`src/rtl/capsense_pkg.sv`:
```
// rtl/capsense_pkg.sv - shared definitions for the CapSense controller and pad emulator
// Contents:
//   chan_state_e : per-pad charge state
//   mod_samp()   : clocks per 1.5 MHz sample tick for a given MHz clock
//   mod_bits()   : prescaler width needed to count 0..mod_samp-1
package capsense_pkg;

  typedef enum logic [1:0] {
    DISCHARGED = 2'd0,
    CHARGING   = 2'd1,
    CHARGED    = 2'd2
  } chan_state_e;

  // freq / 1.5 rounded down, done in integers as freq*2/3.
  function automatic int mod_samp(input int freq);
    return (freq * 2) / 3;
  endfunction

  // A one-clock tick period still needs a 1-bit prescaler.
  function automatic int mod_bits(input int ms);
    return (ms <= 1) ? 1 : $clog2(ms);
  endfunction

  localparam int DEF_FREQUENCY = 24;
  localparam int DEF_MOD_SAMP  = mod_samp(DEF_FREQUENCY);
  localparam int DEF_MOD_BITS  = mod_bits(DEF_MOD_SAMP);

endpackage

```
`src/rtl/capsense_pad_chan.sv`:
```
// rtl/capsense_pad_chan.sv - one emulated capacitive pad channel
// Ports:
//   clk, rst_n   : clock, asynchronous active-low reset
//   tick         : one-cycle sample tick from the shared prescaler
//   start        : charge start edge (discharge strobe just released)
//   oe           : discharge strobe as sampled this cycle; overrides everything
//   touch        : touched flag, latched only on start
//   pad          : registered pad level
//   charging     : channel is currently CHARGING
//   charging_nxt : channel will be CHARGING after this edge
//   rise         : channel moves CHARGING -> CHARGED on this edge
module capsense_pad_chan
  import capsense_pkg::*;
#(
  parameter int T_FREE   = 3,
  parameter int T_TOUCH  = 20,
  parameter int CNT_BITS = 8
) (
  input  logic clk,
  input  logic rst_n,
  input  logic tick,
  input  logic start,
  input  logic oe,
  input  logic touch,
  output logic pad,
  output logic charging,
  output logic charging_nxt,
  output logic rise
);

  chan_state_e         state, state_nxt;
  logic [CNT_BITS-1:0] cnt, cnt_nxt;
  logic                touch_r, touch_nxt;
  logic [CNT_BITS-1:0] thr;

  assign thr          = touch_r ? CNT_BITS'(T_TOUCH) : CNT_BITS'(T_FREE);
  assign charging     = (state == CHARGING);
  assign charging_nxt = (state_nxt == CHARGING);

  always_ff @(posedge clk or negedge rst_n) begin
    if (!rst_n) begin
      state   <= DISCHARGED;
      cnt     <= '0;
      touch_r <= 1'b0;
      pad     <= 1'b0;
    end else begin
      state   <= state_nxt;
      cnt     <= cnt_nxt;
      touch_r <= touch_nxt;
      // Pad is its own flop so the output never glitches on state decode.
      pad     <= (state_nxt == CHARGED);
    end
  end

  // Priority: oe (discharge) beats start beats tick, so a strobe landing on
  // a threshold tick keeps the pad low.
  always_comb begin
    state_nxt = state;
    cnt_nxt   = cnt;
    touch_nxt = touch_r;
    rise      = 1'b0;
    if (oe) begin
      state_nxt = DISCHARGED;
      cnt_nxt   = '0;
    end else if (start) begin
      state_nxt = CHARGING;
      cnt_nxt   = '0;
      touch_nxt = touch;
    end else if ((state == CHARGING) && tick) begin
      cnt_nxt = cnt + 1'b1;
      if (cnt_nxt == thr) begin
        state_nxt = CHARGED;
        rise      = 1'b1;
      end
    end
  end

endmodule

```
`src/rtl/capsense_pad_emu.sv`:
```
// rtl/capsense_pad_emu.sv - emulator of N capacitive touch pads for the CapSense controller
// Ports:
//   clk_i    : system clock
//   rst_i    : asynchronous active-low reset
//   oe_i     : discharge strobe; 1 holds pads low, 1->0 starts a charge
//   touch_i  : per-pad touched flag, latched at charge start
//   pad_o    : emulated pad levels
//   busy_o   : some pad is still charging
//   done_o   : one-cycle pulse when the last charging pad rises
module capsense_pad_emu
  import capsense_pkg::*;
#(
  parameter int N         = 4,
  parameter int FREQUENCY = 24,
  parameter int T_FREE    = 3,
  parameter int T_TOUCH   = 20,
  parameter int CNT_BITS  = 8
) (
  input  logic         clk_i,
  input  logic         rst_i,
  input  logic         oe_i,
  input  logic [N-1:0] touch_i,
  output logic [N-1:0] pad_o,
  output logic         busy_o,
  output logic         done_o
);

  localparam int MOD_SAMP = mod_samp(FREQUENCY);
  localparam int MOD_BITS = mod_bits(MOD_SAMP);

  if (MOD_SAMP < 1) begin : g_bad_freq
    $error("capsense_pad_emu: FREQUENCY too low for a 1.5 MHz tick");
  end
  if (T_FREE < 1) begin : g_bad_free
    $error("capsense_pad_emu: T_FREE must be at least 1");
  end
  if (T_TOUCH <= T_FREE) begin : g_bad_order
    $error("capsense_pad_emu: T_TOUCH must exceed T_FREE");
  end
  if (T_TOUCH >= (1 << CNT_BITS)) begin : g_bad_width
    $error("capsense_pad_emu: T_TOUCH does not fit in CNT_BITS");
  end

  logic                oe_r;
  logic                start;
  logic                tick;
  logic [MOD_BITS-1:0] presc;
  logic [N-1:0]        charging;
  logic [N-1:0]        charging_nxt;
  logic [N-1:0]        rise;

  // oe_r resets to 1 so oe_i already low at reset release counts as a start.
  assign start = oe_r & ~oe_i;
  assign tick  = (presc == MOD_BITS'(MOD_SAMP - 1));

  always_ff @(posedge clk_i or negedge rst_i) begin
    if (!rst_i) begin
      oe_r  <= 1'b1;
      presc <= '0;
    end else begin
      oe_r <= oe_i;
      if (start || tick) begin
        presc <= '0;
      end else begin
        presc <= presc + MOD_BITS'(1);
      end
    end
  end

  for (genvar i = 0; i < N; i++) begin : g_chan
    capsense_pad_chan #(
      .T_FREE   (T_FREE),
      .T_TOUCH  (T_TOUCH),
      .CNT_BITS (CNT_BITS)
    ) u_chan (
      .clk          (clk_i),
      .rst_n        (rst_i),
      .tick         (tick),
      .start        (start),
      .oe           (oe_i),
      .touch        (touch_i[i]),
      .pad          (pad_o[i]),
      .charging     (charging[i]),
      .charging_nxt (charging_nxt[i]),
      .rise         (rise[i])
    );
  end

  // done fires only when the final charging pads rise together; an oe abort
  // empties the charging set without any rise, so it produces no pulse.
  always_ff @(posedge clk_i or negedge rst_i) begin
    if (!rst_i) begin
      busy_o <= 1'b0;
      done_o <= 1'b0;
    end else begin
      busy_o <= |charging_nxt;
      done_o <= (|charging) & ~(|charging_nxt) & (|rise);
    end
  end

endmodule

```
`config.mk`:
```
export PLATFORM = sky130hd
export DESIGN_NAME = capsense_pad_emu
export DESIGN_NICKNAME = d
export VERILOG_FILES = /design/src/rtl/capsense_pkg.sv /design/src/rtl/capsense_pad_chan.sv /design/src/rtl/capsense_pad_emu.sv
export SDC_FILE = /design/constraint.sdc
export NUM_CORES = 1
export LEC_CHECK = 0
export ABC_AREA = 1
export CAP_MARGIN = 40
export CORE_MARGIN = 5
export CORE_UTILIZATION = 55
export CTS_CLUSTER_DIAMETER = 50
export DETAILED_ROUTE_END_ITERATION = 10
export PLACE_DENSITY_LB_ADDON = 0.15
export SYNTH_ARGS = -nofsm -noshare
export SYNTH_HDL_FRONTEND = slang
export SYNTH_SLANG_ARGS = --single-unit
export TNS_END_PERCENT = 1
```
`constraint.sdc`:
```
create_clock -name clk_i -period 1.7 [get_ports clk_i]
set_input_delay 0.34 -clock clk_i [delete_from_list [all_inputs] [get_ports clk_i]]
set_output_delay 0.34 -clock clk_i [all_outputs]
set_load 0.02 [all_outputs]
```
==> results.ini <==
[clock_tree]
clock-root-buffer = clkbuf_8
cts.path.max_buffers = 2
clock_latency_ps = 310
cts_buffers = 5
cts_hold_buf = 0
h-tree-depth = 2
clock_sinks = 55
path_clk_slew_ps = 100
cts_tree = built

[grt]
gr-max-usage-layer = met2
grt_usage_pct = 20.3
grtUsageMet2_pct = 34.9
grt_pass1_vias = 2867
grt_util_met3_pct = 3.93
grt_pass1_wl_um = 12100
grt_max_degree = 56
use_met1_pct = 26.5
grt_overflow_total = 0
antenna_found_initial = 0

[worst_setup_path]
rr_startpoint = presc[0]$_DFF_PN0_
worst-path-buf-inv = 3
crit_arrival_ps = 2010
crit_slowest_cell = dfrtp_1
critical_path.endpoint_type = register
critPathMaxFanout = 3
slowest_delay_ps = 360
cpLargestDelayFamily = simple AND/OR/NAND/NOR gates
path_class = reg -> reg
cp_cell_sequence = ha_2, buf_6, nand2_4, nor2_4, buf_6, nand2_2, nor2_1, nand4_1, nand2_1, nand2_1, nand2_2, buf_6, nand4_1
setup.worst_path.start = presc[0]$_DFF_PN0_
crit_top_cell = buf_6
crit_required_ps = 1890
startpoint_type = register

[power_and_ir_drop]
pwr-share-clk_pct = 28.7
p_per_area_nw_per_um2 = 632
p_seq_share_pct = 57.8
netSwitchingPower_uw = 647
power_uw = 2460
power.share.combinational_pct = 13.5
peakVddDrop_mv = 0.505
p_int_uw = 1820
p_sw_share_pct = 26.2
p_leak_uw = 0.00193

[placed_design]
placed_area_um2 = 3580
hpwl_um = 4820
place_inst = 547
gp_congestion = 0.839
io_buffers = 12

[routing]
drt_iter0_drc = 134
viasPerCell = 5.07
drc_errors = 0
finalWirelength_um = 6820
dr_total_vias = 2853
firstDrtPassIters = 5
ant_nets = 0
wl_per_cell_um = 12.1

[timing]
slew_headroom_pct = 76.6
setup_viol = 7
fin_skew_ps = 11.4
maxSlewViolCount = 0
fin_ws_ps = -128
rsz0062_at_grt = true
min_period_over_period_pct = 108
whs_ps = -0.232
timing.fmax_mhz = 547
period_minus_slack_ps = 1830
finalHoldViolations = 1
worst_pin_slew_ps = 351

[layout]
diodes = 0
finalNetCount = 502
area_growth_syn_to_layout_pct = 26.9
drive_gt1_share_pct = 25.1
final_area_um2 = 3900
final_cells = 563

[synthesis]
ys_ff_latch = 55
avgSynthCellArea_um2 = 7.23
yosysTopAreaCell = dfrtp_1
synth.area.top_cells = dfrtp_1 44%, nand2_1 15%, inv_1 9.5%
synth_top_area_share_pct = 44.0
synth_cells = 425
yosys_warnings = 0
synth_cell_types = 27
yosysSeqAreaShare_pct = 44.8
synth.cell_area_um2 = 3070
synthesis.nets = 437

[floorplan]
core_area_um2 = 5470
initial_core_util_pct = 56.2
fp.dieH_um = 84.8
io_pins = 13
die-area_um2 = 7180
rows = 27
die_x_um = 84.8

[worst_hold_path]
hp-class = in -> async

[run_status]
status = complete, but fails checks
failed_checks = hold timing, setup timing

[job]
max-cap-violations = 0

## cell usage after synthesis, drive strengths merged
cell type / instances
a211oi: 2
a21oi: 4
buf: 4
clkbuf: 1
clkinv: 1
dfrtp: 54
dfstp: 1
ha: 5
inv: 78
nand2: 134
nand3: 35
nand4: 8
nor2: 53
nor3: 4
o211a: 1
o211ai: 1
o21ai: 22
o22ai: 14
or2: 1
xor2: 2
## through the flow
stage          TNS, ps  setup slack (ps)  utilization [%]
6_report          -367              -128             71.3
4_1_cts           -497              -112             68.6
2_1_floorplan        0              47.3                -
5_1_grt          -2470              -271             71.3
3_5_place_dp      -532              -167             65.4
3_3_place_gp      -193              -107             65.4
## routing by layer
| metal | vias up | wire [um] |
|---|---|---|
| li1 | 1463 | - |
| met1 | 1322 | 3020 |
| met2 | 55 | 3460 |
| met3 | 13 | 252 |
| met4 | 0 | 95 |
| met5 | - | 0 |
## state kept, by name (all words and copies together), names as in the netlist
name / cells
oe_r: 1
busy_o: 1
g_chan.u_chan.pad: 4
presc: 4
g_chan.u_chan.state: 8
done_o: 1
g_chan.u_chan.cnt: 32
g_chan.u_chan.touch_r: 4
## cell type report
class                      instances  area (um^2)
tap                               72         90.1
timing repair buffer              63          533
multi-input combinational        286         1520
clock buffer                       8         80.1
fill                             436         1570
sequential                        55         1380
inverter                          79          299
## worst paths after layout
check	endpoint	slack, ps	cells after the start
max	busy_o$_DFF_PN0_	-130	13
min in group clk_i	g_chan[1].u_chan.touch_r$_DFFE_PN0P_	510	2
max reg2reg	busy_o$_DFF_PN0_	-130	13
min	g_chan[0].u_chan.cnt[6]$_DFFE_PN0P_	-0.2	2
max in group asynchronous	oe_r$_DFF_PN1_	1390	2
min reg2reg	g_chan[1].u_chan.touch_r$_DFFE_PN0P_	510	2
## power groups by stage
stage / Sequential [uW] / Combinational, uW / Clock, uW
after floorplan: 1440 / 144 / 0
after global placement: 1440 / 286 / 0
after detailed placement: 1440 / 294 / 0
after CTS: 1420 / 312 / 728
after global routing: 1430 / 378 / 787
final: 1420 / 333 / 707
## repair_timing
| item | CTS | global route |
|---|---|---|
| setup buffers | 4 | 4 |
| pin swaps | 15 | 18 |
| resized for setup | 15 | 47 |
| setup endpoints to repair | 8 | 33 |
## logic make-up after synthesis
family	count (synthesis)	share of synthesized area (%)
AND/OR/NAND/NOR	235	33.7
buffers and inverters	84	10.7
flip-flops	55	44.8
AO/OA/AOI/OAI	44	8.14
adder cells (fa/ha/maj)	5	2.04
XOR/XNOR	2	0.570
## layout by cell type (no fill, tap or decap), drive strengths merged, types with 2 or more instances in the layout
cell / instances
dfrtp: 54
nand2: 134
clkdlybuf4s50: 11
ha: 5
nor3: 4
clkbuf: 8
nand4: 8
xor2: 2
inv: 78
nor2: 53
buf: 52
o22ai: 14
o21ai: 22
a21oi: 4
a211oi: 2
nand3: 35
Power figures use the tool's default switching activity.
